### config.mk
export PLATFORM = sky130hd
export DESIGN_NAME = jtag_tap_sequencer
export DESIGN_NICKNAME = d
export VERILOG_FILES = /design/src/rtl/jtag_seq_pkg.sv /design/src/rtl/jtag_tck_gen.sv /design/src/rtl/jtag_tap_sequencer.sv
export SDC_FILE = /design/constraint.sdc
export NUM_CORES = 1
export LEC_CHECK = 0
export CAP_MARGIN = 15
export CORE_ASPECT_RATIO = 0.6
export CORE_MARGIN = 3
export CORE_UTILIZATION = 45
export CTS_BUF_LIST = sky130_fd_sc_hd__clkbuf_4 sky130_fd_sc_hd__clkbuf_8
export DETAILED_ROUTE_END_ITERATION = 10
export PLACE_DENSITY = 0.62
export SYNTH_ARGS = -nofsm -noshare
export SYNTH_HDL_FRONTEND = slang
export SYNTH_SLANG_ARGS = --single-unit
### constraint.sdc
create_clock -name HCLK -period 5.7 [get_ports HCLK]
set_input_delay 1.14 -clock HCLK [delete_from_list [all_inputs] [get_ports HCLK]]
set_output_delay 1.14 -clock HCLK [all_outputs]
set_load 0.05 [all_outputs]
### src/rtl/jtag_seq_pkg.sv
// Shared encodings for the JTAG TAP sequencer: command ops, FSM states and fixed TMS patterns.
// TMS patterns are stored LSB-first, i.e. bit 0 is driven on the first tick of the sequence.
package jtag_seq_pkg;

    typedef enum logic [1:0] {
        OP_RESET = 2'b00,
        OP_IR    = 2'b01,
        OP_DR    = 2'b10,
        OP_IDLE  = 2'b11
    } op_e;

    typedef enum logic [1:0] {
        ST_IDLE    = 2'b00,
        ST_PRE_RST = 2'b01,
        ST_RUN     = 2'b10,
        ST_DONE    = 2'b11
    } st_e;

    localparam int RST_TICKS  = 6;
    localparam int IR_PRE_LEN = 4;
    localparam int DR_PRE_LEN = 3;
    localparam int SFX_LEN    = 2;

    localparam logic [5:0] TMS_RST    = 6'b011111;
    localparam logic [3:0] TMS_IR_PRE = 4'b0011;
    localparam logic [2:0] TMS_DR_PRE = 3'b001;
    localparam logic [1:0] TMS_SFX    = 2'b01;

endpackage

### src/rtl/jtag_tck_gen.sv
// TCK generator: CLK_DIV cycles low then CLK_DIV cycles high while enabled, parked low otherwise.
// Strobes are asserted in the cycle before the HCLK edge on which TCK rises or falls.
// No backpressure; disabling mid-tick forces TCK low on the next edge.
module jtag_tck_gen #(
    parameter int CLK_DIV = 2
) (
    input  logic HCLK,
    input  logic HRESETN,
    input  logic i_en,
    output logic o_tck,
    output logic o_fall_stb,
    output logic o_rise_stb
);
    localparam int PW = (CLK_DIV > 1) ? $clog2(CLK_DIV) : 1;

    logic [PW-1:0] r_phase;
    logic          r_tck;
    logic          w_wrap;

    assign w_wrap = i_en && (r_phase == PW'(CLK_DIV - 1));

    always_ff @(posedge HCLK or negedge HRESETN) begin
        if (!HRESETN) begin
            r_phase <= '0;
            r_tck   <= 1'b0;
        end else if (!i_en) begin
            r_phase <= '0;
            r_tck   <= 1'b0;
        end else if (w_wrap) begin
            r_phase <= '0;
            r_tck   <= ~r_tck;
        end else begin
            r_phase <= r_phase + 1'b1;
        end
    end

    assign o_tck      = r_tck;
    assign o_rise_stb = w_wrap & ~r_tck;
    assign o_fall_stb = w_wrap &  r_tck;

endmodule

### src/rtl/jtag_tap_sequencer.sv
// Fabric-side JTAG master: turns RESET/IR/DR/IDLE commands into TAP pin waveforms, returns TDO.
// rsp_valid pulses ticks*2*CLK_DIV+1 cycles after acceptance (+6 ticks if an initial TAP reset is inserted).
// cmd_ready only in IDLE; responses are single-cycle pulses with no backpressure.
module jtag_tap_sequencer #(
    parameter int MAX_LEN = 32,
    parameter int CLK_DIV = 2
) (
    input  logic                           HCLK,
    input  logic                           HRESETN,
    input  logic                           cmd_valid,
    output logic                           cmd_ready,
    input  logic [1:0]                     cmd_op,
    input  logic [$clog2(MAX_LEN+1)-1:0]   cmd_len,
    input  logic [MAX_LEN-1:0]             cmd_tdi,
    output logic                           rsp_valid,
    output logic [MAX_LEN-1:0]             rsp_tdo,
    output logic                           rsp_err,
    output logic                           busy,
    output logic                           TCK,
    output logic                           TMS,
    output logic                           TDI,
    output logic                           TRSTB,
    input  logic                           TDO
);
    import jtag_seq_pkg::*;

    localparam int LW = $clog2(MAX_LEN + 1);
    localparam int TW = $clog2(MAX_LEN + 7);

    st_e               r_state, w_next;
    op_e               r_op, w_cmd_op;
    logic [LW-1:0]     r_len, w_rsh;
    logic [TW-1:0]     r_tick, r_total, w_cmd_total, w_tick_inc;
    logic              r_err, r_synced, r_tms, r_tdi, r_trstb, r_rsp_err;
    logic [MAX_LEN-1:0] r_sr, r_cap, r_rsp_tdo;
    logic              w_bad, w_tck_en, w_fall, w_rise;

    function automatic logic tms_for(input op_e op, input logic [TW-1:0] idx, input logic [LW-1:0] len);
        logic [TW-1:0] l;
        logic [TW-1:0] w;
        logic          t;
        l = TW'(len);
        w = '0;
        t = 1'b0;
        case (op)
            OP_RESET: t = (idx < TW'(RST_TICKS)) ? TMS_RST[idx[2:0]] : 1'b0;
            OP_IR: begin
                if (idx < TW'(IR_PRE_LEN)) begin
                    t = TMS_IR_PRE[idx[1:0]];
                end else if (idx < l + TW'(IR_PRE_LEN)) begin
                    t = (idx == l + TW'(IR_PRE_LEN - 1));
                end else begin
                    w = idx - l - TW'(IR_PRE_LEN);
                    t = TMS_SFX[w[0]];
                end
            end
            OP_DR: begin
                if (idx < TW'(DR_PRE_LEN)) begin
                    t = TMS_DR_PRE[idx[1:0]];
                end else if (idx < l + TW'(DR_PRE_LEN)) begin
                    t = (idx == l + TW'(DR_PRE_LEN - 1));
                end else begin
                    w = idx - l - TW'(DR_PRE_LEN);
                    t = TMS_SFX[w[0]];
                end
            end
            default: t = 1'b0;
        endcase
        return t;
    endfunction

    function automatic logic shift_for(input op_e op, input logic [TW-1:0] idx, input logic [LW-1:0] len);
        logic s;
        s = 1'b0;
        case (op)
            OP_IR:   s = (idx >= TW'(IR_PRE_LEN)) && (idx < TW'(len) + TW'(IR_PRE_LEN));
            OP_DR:   s = (idx >= TW'(DR_PRE_LEN)) && (idx < TW'(len) + TW'(DR_PRE_LEN));
            default: s = 1'b0;
        endcase
        return s;
    endfunction

    assign w_cmd_op   = op_e'(cmd_op);
    assign w_bad      = (w_cmd_op != OP_RESET) && ((cmd_len == '0) || (cmd_len > LW'(MAX_LEN)));
    assign w_tick_inc = r_tick + TW'(1);
    assign w_rsh      = LW'(MAX_LEN) - r_len;

    always_comb begin
        w_cmd_total = '0;
        if (!w_bad) begin
            case (w_cmd_op)
                OP_RESET: w_cmd_total = TW'(RST_TICKS);
                OP_IR:    w_cmd_total = TW'(cmd_len) + TW'(IR_PRE_LEN + SFX_LEN);
                OP_DR:    w_cmd_total = TW'(cmd_len) + TW'(DR_PRE_LEN + SFX_LEN);
                default:  w_cmd_total = TW'(cmd_len);
            endcase
        end
    end

    jtag_tck_gen #(.CLK_DIV(CLK_DIV)) u_tck_gen (
        .HCLK       (HCLK),
        .HRESETN    (HRESETN),
        .i_en       (w_tck_en),
        .o_tck      (TCK),
        .o_fall_stb (w_fall),
        .o_rise_stb (w_rise)
    );

    always_ff @(posedge HCLK or negedge HRESETN) begin
        if (!HRESETN) r_state <= ST_IDLE;
        else          r_state <= w_next;
    end

    // Rejected commands skip the TAP reset preamble and finish after a single cycle in RUN.
    always_comb begin
        w_next = r_state;
        case (r_state)
            ST_IDLE: begin
                if (cmd_valid) begin
                    if (w_bad || (w_cmd_op == OP_RESET) || r_synced) w_next = ST_RUN;
                    else                                             w_next = ST_PRE_RST;
                end
            end
            ST_PRE_RST: if (w_fall && (r_tick == TW'(RST_TICKS - 1))) w_next = ST_RUN;
            ST_RUN:     if (r_tick == r_total) w_next = ST_DONE;
            ST_DONE:    w_next = ST_IDLE;
            default:    w_next = ST_IDLE;
        endcase
    end

    always_comb begin
        cmd_ready = (r_state == ST_IDLE);
        busy      = (r_state != ST_IDLE);
        rsp_valid = (r_state == ST_DONE);
        w_tck_en  = (r_state == ST_PRE_RST) || ((r_state == ST_RUN) && (r_tick != r_total));
    end

    always_ff @(posedge HCLK or negedge HRESETN) begin
        if (!HRESETN) begin
            r_op      <= OP_RESET;
            r_len     <= '0;
            r_total   <= '0;
            r_tick    <= '0;
            r_err     <= 1'b0;
            r_synced  <= 1'b0;
            r_sr      <= '0;
            r_cap     <= '0;
            r_tms     <= 1'b1;
            r_tdi     <= 1'b0;
            r_trstb   <= 1'b0;
            r_rsp_tdo <= '0;
            r_rsp_err <= 1'b0;
        end else begin
            r_trstb <= 1'b1;
            case (r_state)
                ST_IDLE: begin
                    if (cmd_valid) begin
                        r_op    <= w_cmd_op;
                        r_len   <= cmd_len;
                        r_total <= w_cmd_total;
                        r_err   <= w_bad;
                        r_sr    <= cmd_tdi;
                        r_cap   <= '0;
                        r_tick  <= '0;
                        r_tdi   <= 1'b0;
                        if (!w_bad)
                            r_tms <= (w_next == ST_PRE_RST) ? TMS_RST[0] : tms_for(w_cmd_op, TW'(0), cmd_len);
                    end
                end
                ST_PRE_RST: begin
                    if (w_fall) begin
                        if (r_tick == TW'(RST_TICKS - 1)) begin
                            r_tick   <= '0;
                            r_synced <= 1'b1;
                            r_tms    <= tms_for(r_op, TW'(0), r_len);
                        end else begin
                            r_tick <= w_tick_inc;
                            r_tms  <= TMS_RST[w_tick_inc[2:0]];
                        end
                    end
                end
                ST_RUN: begin
                    if (w_rise && shift_for(r_op, r_tick, r_len))
                        r_cap <= {TDO, r_cap[MAX_LEN-1:1]};
                    if (w_fall) begin
                        r_tick <= w_tick_inc;
                        r_tdi  <= 1'b0;
                        if (w_tick_inc != r_total) begin
                            r_tms <= tms_for(r_op, w_tick_inc, r_len);
                            if (shift_for(r_op, w_tick_inc, r_len)) begin
                                r_tdi <= r_sr[0];
                                r_sr  <= r_sr >> 1;
                            end
                        end
                    end
                    // Captured bits sit at the top of r_cap; realign so the first bit lands in [0].
                    if (r_tick == r_total) begin
                        r_rsp_tdo <= r_err ? '0 : (r_cap >> w_rsh);
                        r_rsp_err <= r_err;
                        if (r_op == OP_RESET) r_synced <= 1'b1;
                    end
                end
                default: ;
            endcase
        end
    end

    assign TMS     = r_tms;
    assign TDI     = r_tdi;
    assign TRSTB   = r_trstb;
    assign rsp_tdo = r_rsp_tdo;
    assign rsp_err = r_rsp_err;

endmodule

# Word level (Yosys, flattened, before mapping)
# Memories as Yosys holds them, arrays and structs flattened.
# Index checks and enable logic that the tools add are counted.
# totals
in_bits	44
word_cells	171
romBits	8
memories	1
output_inout_bits	40
ff_bits	126
# classes
n_shift	1
eq_ne	25
n_lt_le_gt_ge	16
muxes	66
addsub	11
reduce_logical	32
bitwise_logic	3
# memory_table
name	words	width	read_ports	rd_ports_with_merged_regs	wr	line	rtl
(no name shown)	8	1	1	0	0	jtag_tap_sequencer.sv:46	OP_RESET: t = (idx < TW'(RST_TICKS)) ? TMS_RST[idx[2:0]] : 1'b0;
# ops
operator	count
2-to-1 mux 32 bit	7
one-hot mux 32 bit (2 select lines)	2
2-to-1 mux 1 bit	37
one-hot mux 6 bit (3 select lines)	2
>> shifter 32 x 6 -> 32 bit	1
2-to-1 mux 6 bit	5
< comparator 6 bit	4
adder 6 x 3 -> 6 bit, second input constant	3
equality test 6 bit	3
adder 6 x 2 -> 6 bit, second input constant	2
greater-or-equal comparator 6 x 2 -> 1 bit, second input constant	2
greater-or-equal comparator 6 x 3 -> 1 bit, second input constant	2
< comparator 6 x 3 -> 1 bit, second input constant	2
inequality test 2 bit, second input constant	6
inequality test 6 bit	2
inequality test 2 x 1 -> 1 bit, second input constant	5
AND reduction 5 bit	2
logical AND 1 bit	9
equality test 2 x 1 -> 1 bit, second input constant	4
equality test 2 bit, second input constant	4
2-to-1 mux 2 bit	4
one-hot mux 1 bit (2 select lines)	4
one-hot mux 2 bit (4 select lines)	1
nonzero test 2 bit	4
24 further kinds	37

# Depth between registers and ports, before layout
# depth
ltp_word	13
ltp_mapped	16
mapped_depth_nobuf	12

# Hierarchy
# A second synthesis with hierarchy kept.
# hier_totals
hier_cells	927
area_unflattened_um2	8789.7
# by_module_without_submodules
module	seq_area_each_um2	cells_each	area_each_um2	instances
jtag_tap_sequencer	3104.2	919	8700.8	1
jtag_tck_gen	50.0	8	88.8	1

# Worst setup path after synthesis
# OpenSTA, ideal clock, no wires.
# synth_timing
path_type	flip-flop to flip-flop
start	reg r_len[0]
end	reg r_cap[12]
required_time_ns	5.575
setup_time_ns	0.125
n_path_buf	4
path_stages_with_launch	16
synth_period_minus_slack_ns	4.076
path_slack_ns	1.624
t_arrival_ns	3.951
cell_sequence	dfrtp_1 -> buf_2 -> inv_1 -> buf_1 -> ha_1 -> xnor2_1 -> inv_2 -> clkbuf_1 -> ha_1 -> o21ai_0 -> a31oi_1 -> a2111oi_0 -> o311a_1 -> o21ai_2 -> buf_2 -> mux2_2
# synth_via
elab_chain_len	8
word_cells_on_any_way	11
cone_classes	add/sub: 2; order compare: 2; eq/ne: 1; mux: 2; reduce/logical: 4
# synth_lines
item	line	rtl
start: declaration	jtag_tap_sequencer.sv:32	logic [LW-1:0] r_len, w_rsh;
start signal: assignment	jtag_tap_sequencer.sv:159	r_len <= cmd_len;
adder 6 x 2 -> 6 bit or adder 6 x 3 -> 6 bit (tied branches)	jtag_tap_sequencer.sv:77, jtag_tap_sequencer.sv:76	
< comparator 6 bit, on equally long branches	jtag_tap_sequencer.sv:77, jtag_tap_sequencer.sv:76	
logical AND 1 bit, on equally long branches	jtag_tap_sequencer.sv:77, jtag_tap_sequencer.sv:76	
one-hot mux 1 bit (2 select lines) *	jtag_tap_sequencer.sv:75	case (op)
2-to-1 mux 1 bit *	jtag_tap_sequencer.sv:155	case (r_state)
logical AND 1 bit *	jtag_tap_sequencer.sv:183	if (w_rise && shift_for(r_op, r_tick, r_len))
inequality test 2 x 1 -> 1 bit (no line) *	-	
AND reduction 3 bit (no line) *	-	
end signal: assignment	jtag_tap_sequencer.sv:184	r_cap <= {TDO, r_cap[MAX_LEN-1:1]};
end: declaration	jtag_tap_sequencer.sv:35	logic [MAX_LEN-1:0] r_sr, r_cap, r_rsp_tdo;
# Every way passes the cells marked *; elsewhere a longest branch is shown, timed or not. The select of a mux whose other input is x is not followed.
# A chain may end at the register's enable or synchronous reset.

# Final worst setup path
# layout_timing
start	reg r_tick[1]
end	reg r_sr[4]
# layout_via
elab_chain_len	9
word_cells_on_any_way	21
cone_classes	add/sub: 1; order compare: 4; eq/ne: 5; mux: 4; bitwise: 1; reduce/logical: 6
# layout_lines
item	line	rtl
start: declaration	jtag_tap_sequencer.sv:33	logic [TW-1:0] r_tick, r_total, w_cmd_total, w_tick_inc;
start signal: assignment	jtag_tap_sequencer.sv:177	r_tick <= w_tick_inc;
start signal: assignment	jtag_tap_sequencer.sv:186	r_tick <= w_tick_inc;
adder 6 x 1 -> 6 bit	jtag_tap_sequencer.sv:85	assign w_tick_inc = r_tick + TW'(1);
greater-or-equal comparator 6 x 2 -> 1 bit, or another cell as far along	jtag_tap_sequencer.sv:77	OP_DR: s = (idx >= TW'(DR_PRE_LEN)) && (idx < TW'(len) + TW'(DR_PRE_LEN));
logical AND 1 bit, on equally long branches	jtag_tap_sequencer.sv:77, jtag_tap_sequencer.sv:76	
one-hot mux 1 bit (2 select lines)	jtag_tap_sequencer.sv:75	
2-to-1 mux 1 bit	jtag_tap_sequencer.sv:188	if (w_tick_inc != r_total) begin
2-to-1 mux 1 bit	jtag_tap_sequencer.sv:185	if (w_fall) begin
2-to-1 mux 1 bit	jtag_tap_sequencer.sv:155	
inequality test 2 x 1 -> 1 bit (no line)	-	
AND reduction 5 bit (no line) *	-	
end signal: assignment	jtag_tap_sequencer.sv:162	r_sr <= cmd_tdi;
end signal: assignment	jtag_tap_sequencer.sv:192	r_sr <= r_sr >> 1;
end: declaration	jtag_tap_sequencer.sv:35	
# Marks and branches as above.

==> reports/qor.csv <==
stage;metric;value;unit
route;initial DRC count;688;
setup_path;critical path launch point type;flip-flop;
synthesis;asr flop ratio synth;100.0;%
setup_path;worst path required time;6100;ps
global_route;largest net degree at the start of global routing;77;
route;ANT nets after route;0;
sta;final setup TNS;0;ps
synthesis;synthesized instance count;945;
clock_tree;Clock Sinks;126;
clock_tree;H-tree levels;4;
cells_and_area;P&R area growth vs syn;16.47;%
power;combinational share of power;57.6;%
synthesis;Post-synth top flop;dfrtp_1;
sta;Fin Hold WS;464.6;ps
clock_tree;clk slew on worst S/H paths;70;ps
floorplan;Row Count;39;
route;WL final;24110;um
power;internal power;2.931;mW
global_route;grt ovf;0;
cells_and_area;Finished Core Util;54.34;%
route;First-pass DRT Iterations;5;
global_route;number of global-route vias before repair;6936;
global_route;initial antenna violation count;0;
sta;Setup Skew;17.08;ps
sta;Rel. slew slack;33.71;%
power;Power Density;525.3;nW/um^2
power;switching share of power;46.85;%
clock_tree;clk root buf;clkbuf_8;
synthesis;Yosys top cell by area;dfrtp_1;
clock_tree;hold_buf cts;0;
sta;unrepaired setup endpoints after global routing;false;
route;Vias/cell;5.853;
hold_path;Hold WC Path Type;in2async;
route;vias;7468;
sta;Max Slew Vio Count;0;
setup_path;crit path kind;reg2reg;
sta;final-report hold violation count;0;
setup_path;Critical R2R Capture;r_sr[4];
outcome;outcome;finished, final reports clean;
power;peak supply drop;287.1;uV
floorplan;Die W;188.7;um
sta;Final setup viols;0;
placed_design;Final GP Congestion;0.9751;
route;drt wl/cell;18.89;um
floorplan;core area;19320;um^2
placed_design;dpl hpwl;17200;um
setup_path;CP max FO;34;
synthesis;most common library cells after synthesis;dfrtp_1, nand2_1, mux2i_1;
clock_tree;clock latency on the worst-skew pair;470;ps
global_route;Tot GR Track Use;22.76;%
run;Max Cap Viol;0;
clock_tree;CTS Buffer Depth;2;
placed_design;port buffer count;83;
sta;post-route minimum period;4124;ps
sta;Fmax;242.5;MHz
setup_path;Critical R2R Launch;r_tick[1];
global_route;first-pass GRT wire length;39040;um
setup_path;Crit. End Element;flip-flop;
clock_tree;Setup Buffers After CTS;0;
cells_and_area;layout cells sized above 1;12.38;%
floorplan;Total Die Area;21820;um^2
power;Clk pwr share;17.7;%
route;residual DRC count;0;
clock_tree;CTS resizes;0;
synthesis;cell area after synthesis;9015;um^2
sta;period utilization;72.35;%
setup_path;Worst Reg2Reg Path Length in Cells;14;
floorplan;IO Pins;84;
synthesis;yosys warns;0;
setup_path;flop-to-flop setup slack;1580;ps
floorplan;Initial Util;46.65;%
synthesis;Synth area leaders;dfrtp_1, mux2i_1, ha_1;
synthesis;post-synthesis sequential area ratio;34.99;%
synthesis;post-synth cell types;76;
power;sequential share of power;24.7;%
sta;Slew @ Worst Pin;994.4;ps
synthesis;share of Yosys cell area claimed by the top area cell type;34.70;%
power;Pleak;4.574;nW
clock_tree;TritonCTS buffer count;17;
setup_path;Data arrival, critical path;4530;ps
synthesis;syn_nets;1031;
floorplan;DIE HEIGHT;115.6;um
cells_and_area;Final #Nets;1083;
synthesis;Post-synth EDFFs;0;
synthesis;Synth Register Bits;126;
power;net switching power;2.584;mW
synthesis;top-count cell post-synth;dfrtp_1;
synthesis;Syn Area/Cell;9.540;um^2
clock_tree;CTS tree;yes;
cells_and_area;number of diodes;0;
[metrics by stage]
step	power (mW)	area [um^2]	worst slack, ps	instances
after floorplan	3.676	9015	1624	945
after global placement	4.490	10010	1698	1244
after detailed placement	4.514	10010	1619	1244
after CTS	5.503	10500	1615	1276
after global routing	5.915	10500	1298	1276
final	5.515	10500	1576	1276
[logic make-up after synthesis]
group           synth area share [%]
fa+ha+maj                      5.940
mux                            16.61
flops                          34.99
simple gates                   14.88
compound gates                 18.79
xor+xnor                       3.858
other cells                  0.04160
buf+inv                        4.885
[flip-flops by register name, indices dropped and copies added, names as in the netlist]
signal,count
r_err,1
TDI,1
r_synced,1
r_sr,32
rsp_err,1
r_total,6
r_cap,32
r_tick,6
rsp_tdo,32
r_state,2
TRSTB,1
u_tck_gen.r_phase,1
r_op,2
u_tck_gen.o_tck,1
r_len,6
TMS,1
[power groups by stage]
stage               registers, mW  logic, mW  clock network, mW
floorplan                    1.51       2.16                  0
global placement             1.38       3.11                  0
detailed placement           1.38       3.14                  0
CTS                          1.36       3.15              0.993
global route                 1.40       3.49               1.03
finish                       1.36       3.18              0.974
[worst max path at each step]
stage	from	to	slack, ps
global route	r_tick[1]	r_sr[4]	1300
finish	r_tick[1]	r_sr[4]	1580
CTS	r_len[0]	r_sr[4]	1610
global placement	r_tick[1]	r_sr[4]	1700
floorplan	r_len[0]	r_cap[12]	1620
detailed placement	r_tick[1]	r_sr[4]	1620
[worst max-delay path: stages, from the launching register on]
cell and delay [ps]:
dfrtp_1 600, ha_1 460, nand3_1 170, xor2_1 290
inv_1 100, ha_1 290, or2_2 270, a21oi_1 240
a21oi_1 110, or3_1 380, o31ai_4 70, buf_4 380
and2_1 180, buf_4 320, o31a_1 170
[layout make-up]
| cell class | count | area, um^2 |
|---|---|---|
| clock inverter | 13 | 231.5 |
| timing repair buffer | 102 | 970.9 |
| fill | 1818 | 8823 |
| tap | 266 | 332.8 |
| sequential | 126 | 3154 |
| clock buffer | 19 | 261.5 |
| multi-input combinational | 719 | 5433 |
| inverter | 31 | 116.4 |
[layer usage]
layer  share of wire, %  vias up  GRT usage (%)  wire length, um
met3                7.3       17          5.381             1754
met2                 37      233          27.82             8805
met1                 55     3638          38.67            13360
li1                   -     3580              -                -
met4               0.78        0          5.007              187
met5                  0        -              0                0
[layout by cell type, fill, tap and decap left out, types with 5 or more instances in the layout]
cell and count:
mux2_1 5, nor2_1 38, nor2b_1 40, nor3_1 42, xor2_1 15, clkbuf_8 19, dfrtp_1 125, a21oi_1 37
xnor2_1 17, ha_1 41, nand3_1 14, mux2i_1 63, a211oi_1 14, mux4_2 18, a21o_1 5, mux2_2 36
a22o_1 14, or3_1 5, or2_2 6, o21ai_0 49, o31a_1 31, inv_1 29, and3_1 5, nand2b_1 5
nand2_1 99, o31ai_1 9, clkdlybuf4s50_1 82, a21boi_0 5, a31oi_1 36, bufinv_16 6, buf_4 20
Power figures use the tool's default switching activity.
